[src/rtl/cpc_ram_bank_ctrl.sv]
// CPC RAM expansion bank controller: filters gate-array RAM-config port writes
// into mode/bank registers and decodes SRAM select/address. Optional macro: CFG_READBACK_EN.
module cpc_ram_bank_ctrl #(
    parameter int BANK_BITS     = 3,
    parameter int FILTER_CYCLES = 1
) (
    input  logic                   CLK,
    input  logic                   RESET,
    input  logic [15:0]            A,
    input  logic [7:0]             D_IN,
    input  logic                   IOREQ_B,
    input  logic                   WR_B,
    input  logic                   RD_B,
    input  logic                   MREQ_B,
    output logic [BANK_BITS+1:0]   RAM_ADR_HI,
    output logic                   RAM_CS_B,
    output logic                   RAMDIS,
    output logic [7:0]             D_OUT,
    output logic                   D_OE
);

    // state | meaning
    // IDLE  | waiting for a port write (only once the strobe has been seen released)
    // FILT  | counting consecutive hit edges towards FILTER_CYCLES
    // HOLD  | captured; waiting for the write strobe to end
    typedef enum logic [1:0] {
        ST_IDLE = 2'd0,
        ST_FILT = 2'd1,
        ST_HOLD = 2'd2
    } state_t;

    localparam logic [3:0] FILT_N = 4'(FILTER_CYCLES);

    state_t                 state_q, state_d;
    logic [2:0]             cnt_q, cnt_d;
    logic [2:0]             mode_q, mode_d;
    logic [BANK_BITS-1:0]   bank_q, bank_d;
    logic                   arm_q, arm_d;

    logic                   wr_hit;
    logic                   strobe_rel;
    logic [3:0]             cnt_inc;
    logic [BANK_BITS-1:0]   bank_src;
    logic                   ext_sel;
    logic [1:0]             ext_page;
    logic                   unused_bits;

    assign wr_hit     = !IOREQ_B && !WR_B && !A[15] && (D_IN[7:6] == 2'b11);
    assign strobe_rel = IOREQ_B | WR_B;
    assign cnt_inc    = {1'b0, cnt_q} + 4'd1;

    // Upper bank bits come from the inverted port address: &7F is group 0.
    always_comb begin
        bank_src      = '0;
        bank_src[2:0] = D_IN[5:3];
        for (int i = 3; i < BANK_BITS; i++) begin
            bank_src[i] = ~A[i + 5];
        end
    end

    always_comb begin
        state_d = state_q;
        cnt_d   = cnt_q;
        mode_d  = mode_q;
        bank_d  = bank_q;
        arm_d   = arm_q | strobe_rel;
        case (state_q)
            ST_IDLE: begin
                if (wr_hit && arm_q) begin
                    cnt_d = 3'd1;
                    if (FILT_N == 4'd1) begin
                        mode_d  = D_IN[2:0];
                        bank_d  = bank_src;
                        state_d = ST_HOLD;
                    end else begin
                        state_d = ST_FILT;
                    end
                end
            end
            ST_FILT: begin
                if (wr_hit) begin
                    cnt_d = cnt_inc[2:0];
                    if (cnt_inc == FILT_N) begin
                        mode_d  = D_IN[2:0];
                        bank_d  = bank_src;
                        state_d = ST_HOLD;
                    end
                end else begin
                    state_d = ST_IDLE;
                end
            end
            ST_HOLD: begin
                if (strobe_rel) begin
                    state_d = ST_IDLE;
                end
            end
            default: state_d = ST_IDLE;
        endcase
    end

    // A strobe still low when reset is released must not capture until it is re-issued.
    always_ff @(posedge CLK) begin
        if (RESET) begin
            state_q <= ST_IDLE;
            cnt_q   <= 3'd0;
            mode_q  <= 3'd0;
            bank_q  <= '0;
            arm_q   <= strobe_rel;
        end else begin
            state_q <= state_d;
            cnt_q   <= cnt_d;
            mode_q  <= mode_d;
            bank_q  <= bank_d;
            arm_q   <= arm_d;
        end
    end

    always_comb begin
        ext_sel  = 1'b0;
        ext_page = 2'd0;
        case (mode_q)
            3'd0: ext_sel = 1'b0;
            3'd1, 3'd3: begin
                ext_sel  = (A[15:14] == 2'd3);
                ext_page = 2'd3;
            end
            3'd2: begin
                ext_sel  = 1'b1;
                ext_page = A[15:14];
            end
            default: begin
                ext_sel  = (A[15:14] == 2'd1);
                ext_page = mode_q[1:0];
            end
        endcase
        if (!ext_sel) begin
            ext_page = 2'd0;
        end
    end

    assign RAMDIS     = ext_sel;
    assign RAM_CS_B   = ~ext_sel | MREQ_B;
    assign RAM_ADR_HI = {bank_q, ext_page};

`ifdef CFG_READBACK_EN
    logic rd_hit;
    logic d_oe_q, d_oe_d;

    assign rd_hit = !IOREQ_B && !RD_B && !A[15] && A[14];

    always_comb begin
        d_oe_d = d_oe_q;
        if (d_oe_q) begin
            d_oe_d = !(RD_B | IOREQ_B);
        end else begin
            d_oe_d = rd_hit;
        end
    end

    always_ff @(posedge CLK) begin
        if (RESET) begin
            d_oe_q <= 1'b0;
        end else begin
            d_oe_q <= d_oe_d;
        end
    end

    assign D_OE  = d_oe_q;
    assign D_OUT = d_oe_q ? {2'b11, bank_q[2:0], mode_q} : 8'h00;
`else
    assign D_OE  = 1'b0;
    assign D_OUT = 8'h00;
`endif

    assign unused_bits = ^{A, RD_B};

endmodule

[config.mk]
export PLATFORM = sky130hd
export DESIGN_NAME = cpc_ram_bank_ctrl
export DESIGN_NICKNAME = d
export VERILOG_FILES = /design/src/rtl/cpc_ram_bank_ctrl.sv
export SDC_FILE = /design/constraint.sdc
export NUM_CORES = 1
export LEC_CHECK = 0
export CAP_MARGIN = 20
export CORE_MARGIN = 3
export CORE_UTILIZATION = 30
export DETAILED_ROUTE_END_ITERATION = 6
export PLACE_DENSITY = 0.78
export SLEW_MARGIN = 20
export SYNTH_ARGS = -nofsm -noshare
export SYNTH_HDL_FRONTEND = slang
export SYNTH_SLANG_ARGS = --single-unit
[constraint.sdc]
create_clock -name CLK -period 1.4 [get_ports CLK]
set_input_delay 0.28 -clock CLK [delete_from_list [all_inputs] [get_ports CLK]]
set_output_delay 0.28 -clock CLK [all_outputs]
set_load 0.1 [all_outputs]
## Yosys cells after proc, flatten, opt, wreduce, memory -nomap -nowiden

Cells that the tools add are included.

| operators by class | value |
|---|---|
| div/mod/pow operators | 0 |
| bitwise gates (word level) | 4 |
| multiply operators | 0 |
| multiplexer cells | 20 |
| magnitude comparators | 0 |
| equality and inequality tests | 14 |
| reductions and logical operators | 14 |
| add/subtract/negate cells | 1 |
| shift operators | 0 |

Operator list:

| cell | number |
|---|---|
| $mux 3 | 8 |
| $pmux 3 s2 | 3 |
| $pmux 2 s3 | 2 |
| $mux 2 | 5 |
| $ne 2x2->1 const B | 4 |
| $eq 2x2->1 const B | 3 |
| $eq 3x2->1 const B | 2 |
| $reduce_and 3->1 | 2 |
| $add 3x1->4 const B | 1 |
| $eq 2x1->1 const B | 2 |
| $eq 4x1->1 const B | 1 |
| $logic_and 1x1->1 | 4 |
| $reduce_and 4->1 | 1 |
| $eq 3x1->1 const B | 1 |
| $logic_not 1->1 | 3 |
| $logic_not 3->1 | 1 |
| $ne 3x3->1 const B | 1 |
| $or 1x1->1 | 3 |
| $pmux 1 s3 | 1 |
| $logic_not 2->1 | 1 |
| $reduce_bool 2->1 | 1 |
| $reduce_or 2->1 | 1 |
| $mux 1 | 1 |
| $not 1->1 | 1 |

| word-level totals | value |
|---|---|
| output and inout bits | 16 |
| latch bits | 0 |
| bits in writable memories | 0 |
| memory bits (read-only) | 0 |
| input port bits | 30 |
| memories kept | 0 |
| register bits after elaboration | 12 |
| logic and storage cells | 58 |

## Depth between registers and ports, before layout

Gate-level depths: netlist (run 1).

| logic depth | value |
|---|---|
| word-level depth | 7 |
| gate-level depth with buffers | 4 |
| mapped depth without buffers | 3 |

## Least setup slack after synthesis (run 1)

No wires, ideal clock.

| path | value |
|---|---|
| kind | register to output |
| from | register mode_q[0] |
| to | output port RAM_ADR_HI[1] |
| data arrival time | 2.089 ns |
| data required time | 1.120 ns |
| buffers on the path | 0 |
| cell stages (with the launch flop) | 4 |
| path slack | -0.969 ns |
| cells stage by stage | dfxtp_1 and2_1 o21ai_0 o22ai_1 |

| between the ends | value |
|---|---|
| word-level cells in the longest chain between the ends | 4 |
| elaborated cells between the ends (all ways) | 8 |
| classes of those cells | 3 x eq/ne; 3 x mux; 2 x reduce/logical |

Ends and longest elaborated chain:

| item | line | RTL |
|---|---|---|
| start, declared | 36 | `logic [2:0] mode_q, mode_d;` |
| start signal, assigned | 112 | `mode_q <= mode_d;` |
| $eq 3x1->1 / $eq 3x2->1 (equally long branches) | 121 | `case (mode_q)` |
| $reduce_or 2->1 | 121 |  |
| $pmux 2 s3 / $pmux 1 s3 (equally long branches) | 121 |  |
| $mux 2 (*) | 136 | `if (!ext_sel) begin` |
| end, declared | 15 | `output logic [BANK_BITS+1:0] RAM_ADR_HI,` |

Mark *: on every way between the ends. The rest lies on a longest branch, timed or not.

## Final worst setup path (run 1)

| path | value |
|---|---|
| from | register mode_q[0] |
| to | output port RAMDIS |

| between the ends | value |
|---|---|
| word-level cells in the longest chain between the ends | 3 |
| elaborated cells between the ends (all ways) | 6 |
| classes of those cells | 3 x eq/ne; 1 x mux; 2 x reduce/logical |

Ends and longest elaborated chain:

| item | line | RTL |
|---|---|---|
| $eq 3x1->1 / $eq 3x2->1 (equally long branches) | 121 |  |
| $reduce_or 2->1 | 121 |  |
| $pmux 1 s3 (*) | 121 |  |
| end, declared | 17 | `output logic RAMDIS,` |

Marks and branches as above.

==> results of run 1 <==
## state kept, by name, summed over array words and instances, names as in the netlist
signal   flops
bank_q       3
state_q      1
mode_q       3
arm_q        1
## stage by stage
step	TNS, ns	total power [mW]	hold WS (ns)	utilization [%]
after global placement	-2.85	0.460	0.452	56.8
after detailed placement	-3.19	0.462	0.462	56.8
after global routing	-1.09	0.674	0.503	60.7
final	-0.860	0.641	0.462	60.7
after floorplan	-0.0559	0.412	0.392	-
after CTS	-0.931	0.651	0.469	59.3
## final cells by class
type                    count  area [um^2]
repair buffers             30          357
well taps                  16         20.0
clock buffers               4         26.3
inverters                   1         3.75
multi-input cells          46          370
flip-flops and latches      8          169
fillers                   139          613
## logic make-up after synthesis
| kind of cell | Yosys count |
|---|---|
| compound gates | 8 |
| flops | 8 |
| simple gates | 22 |
| mux | 7 |
| buf+inv | 13 |
| other cells | 1 |
## worst max-delay path: stages (launching register included)
cell	delay (ns)
dfxtp_4	0.37
and2_4	0.15
a211oi_4	0.23
buf_4	0.16
a21oi_4	0.03
buf_12	0.16
## cells in the final DEF (no fill, tap or decap), types with 2 or more instances in the layout
cell / count
clkdlybuf4s50_1: 11
clkbuf_4: 3
mux2i_1: 6
buf_4: 8
dfxtp_4: 2
conb_1: 9
buf_12: 8
nand2_1: 2
dlygate4sd2_1: 3
nand2b_1: 13
dfxtp_1: 5
## what timing repair did
item	CTS	global route
setup endpoints to repair	5	4
buffers inserted	0	1
resized for setup	7	3
pin swaps	3	1
## layer usage
layer	share of wire, %	track usage, %	up-vias	routed length (um)
met5	0	0	-	0
met4	0.42	4.97	0	5
met3	7.0	3.83	2	84
met2	57	21.9	15	679
met1	36	13.9	214	431
li1	-	-	241	-
## Yosys cell counts (all sizes together)
cell type	n	area (um^2)
dfxtp	8	160
nand2	2	7.51
inv	1	3.75
and3	1	6.26
a211o	1	8.76
o21ai	2	10.0
nor2b	1	6.26
nand2b	13	81.3
and2	3	18.8
nor4bb	1	10.0
clkbuf	2	7.51
o22ai	2	12.5
a21oi	1	5.00
mux2i	7	70.1
buf	10	78.8
a211oi	1	7.51
o21ba	1	10.0
nor2	1	3.75
conb	1	3.75
## path summary, 6_finish.rpt
| check | start | end | slack (ns) | cells after the start |
|---|---|---|---|---|
| max reg2reg | state_q[1] | mode_q[2] | 0.16 | 4 |
| min reg2reg | arm_q | arm_q | 0.46 | 2 |
| max | mode_q[0] | RAMDIS | -0.24 | 5 |
| min | arm_q | arm_q | 0.46 | 2 |
## power breakdown
part	total, mW	leakage [nW]	internal [mW]	switching (mW)
clock	0.184	0.0150	0.109	0.0748
combinational	0.226	0.302	0.0702	0.156
sequential	0.232	0.0669	0.228	0.00362
total	0.641	0.384	0.407	0.234
==> results.tsv, run 1 <==
metric	value	unit
outcome	complete, but fails checks	
violated checks	setup timing	
Pre-Repair DR Iteration Count	3	
max cap viols	0	
CP startpoint kind	flop	
class of the most critical setup path	flop to output pin	
Antenna Nets Post-Route	0	
Distinct cells, synth	20	
ANT cells	0	
worst skew pair latency	0.25	ns
power density cells	678	nW/um^2
Die W	47.3	um
Place WS	-0.436	ns
Seq cells post-synth	8	
minimum clock period	1.64	ns
initial antenna violation count	0	
CTS max path bufs	2	
Yosys Warn Count	0	
Num CTS Buffers	3	
vias per inst	4.50	
Seq/Total Area, Yosys	31.3	%
worst-path fanout max	5	
mapped cell area	512	um^2
crit path DAT	1.36	ns
fin cells	105	
total wire length	1200	um
WP data required	1.12	ns
Post-Place Cells	100	
Initial DRC Count	3	
Tot GR Track Use	12.5	%
Synth Area in Adders	0	%
Wirelength per Cell	11.4	um
Peak VDD IR	0.376	mV
fin area	946	um^2
largest family of logic cells by synthesized area	simple AND/OR/NAND/NOR gates	
Tcrit/Tclk final	117	%
Reg clk slew, reported paths	0.06	ns
core region area	1560	um^2
hold buffers post-CTS	0	
leakage power total	0.384	nW
dpl cell area	886	um^2
Synth Area in Compound Gates	10.5	%
number of global-route vias before repair	456	
nets	120	
height of the die	47.3	um
TritonCTS clock tree	built	
post-synthesis xor/xnor area fraction	0	%
share of cells above drive strength 1	36.0	%
site row count	14	
routed via count	472	
CP endpoint kind	output pin	
Initial Util	32.8	%
FMAX	611	MHz
RSZ-0062 raised after global routing	true	
total gr overflow	0	
Max Slew Vio Count	0	
final worst slack	-0.236	ns
die area	2240	um^2
global-route wire length before repair	1930	um
Post-Synth Simple-Gate Area	26.2	%
total clock sinks	8	
Setup violations, final	4	
gpl congestion	0.718	
Hold Vio Cnt, Final	0	
DP HPWL	957	um
area grow syn2layout	84.8	%
largest net degree at the start of global routing	15	
# IOs	46	
post-synthesis mux area share	13.7	%
IO Port Bufs	21	
Post-Synthesis Cells	59	
Setup Skew	0.00930	ns
Residual DRC	0	
Root Buffer	clkbuf_4	
Mean Syn Cell Area	8.67	um^2
H-tree Lvls	1	
worst min path class	flop to flop	
No activity file was read; power rests on OpenSTA's default activity.
==> inputs of run 2 (changes only) <==
--- a/config.mk
+++ b/config.mk
@@ -9,7 +9,7 @@
 export CORE_MARGIN = 3
 export CORE_UTILIZATION = 30
 export DETAILED_ROUTE_END_ITERATION = 6
-export PLACE_DENSITY = 0.78
+export PLACE_DENSITY_LB_ADDON = 0.15
 export SLEW_MARGIN = 20
 export SYNTH_ARGS = -nofsm -noshare
 export SYNTH_HDL_FRONTEND = slang
==> results.tsv, run 2 (synthesized netlist as in run 1, its figures left out) <==
metric	value	unit	change
Post-Place Cells	102		was 100
final hold slack	0.465	ns	was 0.462 ns
height of the die	47.3	um	unchanged
Num CTS Buffers	3		unchanged
total gr overflow	0		unchanged
Initial DRC Count	4		was 3
H-tree Lvls	1		unchanged
number of global-route vias before repair	400		was 456
RSZ-0062 raised after global routing	true		unchanged
largest net degree at the start of global routing	15		unchanged
Tot GR Track Use	10.2	%	was 12.5%
total clock sinks	8		unchanged
worst skew pair latency	0.25	ns	about the same
Final Power	0.645	mW	was 0.641 mW
most frequent cells in the layout	nand2b_1 (12), clkdlybuf4s50_1 (11), conb_1 (9)		was nand2b_1 (13), clkdlybuf4s50_1 (11), conb_1 (9)
nets	122		was 120
Pre-Repair DR Iteration Count	2		was 3
total wire length	1100	um	was 1200 um
TritonCTS clock tree	built		unchanged
class of the most critical setup path	flop to output pin		unchanged
Multi-input gate area	375	um^2	was 370 um^2
dpl cell area	888	um^2	was 886 um^2
fin cells	107		was 105
commonest non-fill, non-tap cell in the layout	nand2b_1		unchanged
# fillers	142		was 139
Place WS	-0.445	ns	was -0.436 ns
site row count	14		unchanged
critical path's largest stage delay	0.36	ns	was 0.37 ns
Die W	47.3	um	unchanged
core region area	1560	um^2	unchanged
worst min path class	flop to flop		unchanged
Tcrit/Tclk final	118	%	was 117%
global-route wire length before repair	1610	um	was 1930 um
vias per inst	4.18		was 4.50
outcome	complete, but fails checks		unchanged
power density cells	669	nW/um^2	was 678 nW/um^2
Setup violations, final	4		unchanged
hold buffers post-CTS	0		unchanged
Max Slew Vio Count	0		unchanged
share of cells above drive strength 1	36.3	%	was 36.0%
DP HPWL	850	um	was 957 um
Largest regs	bank_q: 3 flops, mode_q: 3 flops		unchanged
CP max-delay cell	dfxtp_4		unchanged
FF+latch area	164	um^2	was 169 um^2
Peak VDD IR	0.461	mV	was 0.376 mV
gpl congestion	0.663		was 0.718
Hold Vio Cnt, Final	0		unchanged
Residual DRC	0		unchanged
max cap viols	0		unchanged
initial antenna violation count	0		unchanged
CP endpoint kind	output pin		unchanged
Wirelength per Cell	10.3	um	was 11.4 um
area grow syn2layout	88.3	%	was 84.8%
# IOs	46		unchanged
minimum clock period	1.65	ns	was 1.64 ns
Antenna Nets Post-Route	0		unchanged
Initial Util	32.8	%	unchanged
final worst slack	-0.247	ns	was -0.236 ns
violated checks	setup timing		unchanged
Setup Skew	0.00490	ns	was 0.00930 ns
crit path DAT	1.37	ns	was 1.36 ns
worst-path fanout max	4		was 5
CP startpoint kind	flop		unchanged
die area	2240	um^2	unchanged
IO Port Bufs	21		unchanged
Root Buffer	clkbuf_4		unchanged
leakage power total	0.408	nW	was 0.384 nW
ANT cells	0		unchanged
FMAX	607	MHz	was 611 MHz
CTS max path bufs	2		unchanged
Critical Path, Cell by Cell	and2_4 > a211oi_4 > buf_4 > a21oi_4 > buf_12		unchanged
fin area	963	um^2	was 946 um^2
routed via count	447		was 472
WP data required	1.12	ns	about the same
Reg clk slew, reported paths	0.06	ns	about the same
==> run 2: cell types whose count changed in the layout (fill, tap and decap cells not counted), sizes merged <==
| cell | delta |
|---|---|
| dlymetal6s2s | +1 |
| clkbuf | +1 |
| dlygate4sd2 | -2 |
| buf | +2 |
==> run 2: worst paths after layout <==
check,start,end,slack [ns],cells past startpoint
setup reg to reg,state_q[1],mode_q[1],0.21,4
hold reg to reg,arm_q,arm_q,0.46,2
setup / recovery,mode_q[0],RAMDIS,-0.25,5
hold / removal,arm_q,arm_q,0.46,2
==> run 2: power by group <==
group / switching [mW] / internal (mW) / total, mW
Sequential: 0.00327 / 0.230 / 0.233
Clock: 0.0747 / 0.109 / 0.183
Combinational: 0.156 / 0.0723 / 0.228
Total: 0.234 / 0.411 / 0.645
==> run 2: repair_timing <==
action                     in CTS  in global routing
setup endpoints to repair      11                 11
gates resized for setup         8                  6
setup buffers                   0                  1
pin swaps                       4                  4
==> run 2: final cells by class <==
class | instances | area share (%)
Clock buffer | 4 | 2.73
Inverter | 1 | 0.390
Multi-Input combinational cell | 46 | 39.0
Sequential cell | 8 | 17.0
Tap cell | 16 | 2.08
Timing Repair Buffer | 32 | 38.8
==> run 2: per-stage QoR <==
step	utilization [%]	TNS, ns
after detailed placement	57.0	-4.57
after global routing	61.8	-1.05
after global placement	57.0	-4.69
final	61.8	-0.859
after floorplan	-	-0.0559
after CTS	60.5	-0.895
==> run 2: critical path: cells and delay by family (launching register included) <==
| kind | cells | cell delay (ns) |
|---|---|---|
| flops | 1 | 0.36 |
| buf+inv | 2 | 0.32 |
| simple gates | 1 | 0.17 |
| compound gates | 2 | 0.26 |
==> run 2: layer usage <==
layer | track usage [%] | up-vias | share of wire, %
li1 | - | 240 | -
met1 | 12.2 | 189 | 42
met5 | 0 | - | 0
met4 | 4.97 | 0 | 0.36
met2 | 16.6 | 16 | 51
met3 | 2.68 | 2 | 6.6
==> inputs of run 3 (changes only) <==
--- a/config.mk
+++ b/config.mk
@@ -5,7 +5,7 @@
 export SDC_FILE = /design/constraint.sdc
 export NUM_CORES = 1
 export LEC_CHECK = 0
-export CAP_MARGIN = 20
+export CAP_MARGIN = 30
 export CORE_MARGIN = 3
 export CORE_UTILIZATION = 30
 export DETAILED_ROUTE_END_ITERATION = 6
==> results of run 3 <==
No change in the layout: final DEF, timing and power equal those of run 2.
==> patch (flow settings as in run 1) <==
Change the parameter `BANK_BITS` from 3 to 6.
--- a/src/rtl/cpc_ram_bank_ctrl.sv
+++ b/src/rtl/cpc_ram_bank_ctrl.sv
@@ -3,3 +3,3 @@
 module cpc_ram_bank_ctrl #(
-    parameter int BANK_BITS     = 3,
+    parameter int BANK_BITS     = 6,
     parameter int FILTER_CYCLES = 1
Ports: changed (resized RAM_ADR_HI); port bits go from 46 to 49. The function was not compared with the original's and may differ.
==> patch against run 1 <==
The run still ends with negative setup slack left; first-iteration DRC count rose to 2.7 times the old value; wire length up 52%; cell area up 30%; worst setup slack better by 47 ps; area after synthesis up 20%; critical path depth down 1; sequential cell count up 3; total power up 28%.
==> patch: results (changes against run 1) <==
status: "finished with violations"
violations: "negative setup slack"
drtIter0Drc: 8  # +5
dpl_cell_area_mm2: 0.00114  # +28%
yosysSeqAreaShare_pct: 35.8  # +4.5 points
nNetsFinal: 148  # +23%
clock_skew_ps: 3.86  # -5.44 ps
hold_ws_ps: 389  # -73.1 ps
synthTopCellsByCount: "dfxtp_1, a21oi_1, buf_4, nand3_1, o21ai_1"
yosysUniqueCellTypes: 24  # +20%
grt_pass1_vias: 712  # +56%
timing.rr.end: "mode_q[1]"
port_buffers: 27  # +29%
fin_ws_ps: -189  # +46.8 ps
hold-path-endpoint: "arm_q"
arrival_ps: 1310  # -50 ps
hold_path.class: "in -> reg"
placedCellCount: 135  # +35%
ff2ff_path_depth: 3  # -1
fill_cells: 145  # +4.3%
post-place-ws_ps: -399  # +36.8 ps
cts_buffer_depth: 2  # unchanged
netlist_instances: 73  # +24%
wirelength_um: 1820  # +52%
grt_max_degree: 12  # -3
clk_latency_ps: 270  # +20 ps
p_leak_nw: 0.494  # +29%
reg_top3: "bank_q: 6 flops, mode_q: 3 flops"
synth_top_area_share_pct: 35.8  # +4.5 points
drt_first_pass_iters: 4  # +1
drive_gt1_share_pct: 40.2  # +4.2 points
tns_ps: -729  # +131 ps
path_clk_slew_ps: 70
worstHoldPathCells: 4  # +2
finalSetupViolCount: 4  # unchanged
grt_first_pass_wirelength_um: 3020  # +57%
place.gp.congestion: 0.667  # -7.1%
ir_worst_vdd_mv: 0.514  # +37%
netlist_top_cells_area: "dfxtp_1, buf_4, a21oi_1"
r2r_slack_ps: 90  # -70 ps
hpwl_um: 1430  # +49%
track_usage_pct: 15.6  # +3.1 points
vias: 689  # +46%
==> patch: repair_timing <==
| item | CTS | global route |
|---|---|---|
| setup buffers | 2 | 1 |
| resized for setup | 9 | 5 |
| pin swaps | 5 | 3 |
| setup endpoints to repair | 6 | 13 |
| hold endpoints to repair | 0 | 0 |
==> patch: layer usage <==
layer  track usage, %  vias to the layer above  part of all wire (%)
met5                0                        -                     0
met1             15.6                      320                    36
met2             29.4                       30                    55
met4             9.17                        0                   2.1
li1                 -                      335                     -
met3             2.92                        4                   7.3
==> patch: logic make-up after synthesis <==
group	count (synthesis)	synth area share [%]
compound gates	27	24.8
buf+inv	13	14.6
flops	11	35.8
other cells	1	0.609
simple gates	21	24.2
==> patch: where the power goes <==
part / switching, mW / total, mW / internal, mW
clock network: 0.105 / 0.215 / 0.110
logic: 0.191 / 0.287 / 0.0960
registers: 0.00581 / 0.321 / 0.315
total: 0.302 / 0.823 / 0.521
==> patch: layout make-up <==
type,instances,share of cell area [%]
clock buffer,4,2.14
multi-input combinational,57,35.0
inverter,1,0.305
tap,25,2.55
sequential,11,18.6
timing repair buffer,44,41.3
==> patch: worst max-delay path, cell delays in order, from the launching register on <==
cell,delay (ps)
dfxtp_4,370
nand3b_1,110
or2_4,270
o31a_4,120
buf_12,170
==> patch: worst max path at each step <==
| stage | start | to | cells past startpoint |
|---|---|---|---|
| floorplan | mode_q[1] | RAM_ADR_HI[0] | 3 |
| global placement | A[15] | RAM_CS_B | 5 |
| detailed placement | A[15] | RAM_ADR_HI[1] | 6 |
| CTS | mode_q[2] | RAM_ADR_HI[1] | 5 |
| global route | mode_q[2] | RAM_ADR_HI[1] | 5 |
| finish | mode_q[2] | RAM_CS_B | 4 |
==> patch: stage by stage <==
step	util (%)	total power [mW]
CTS	65.5	0.833
floorplan	-	0.530
detailed placement	61.8	0.613
finish	66.8	0.823
global placement	61.8	0.609
global route	66.8	0.858
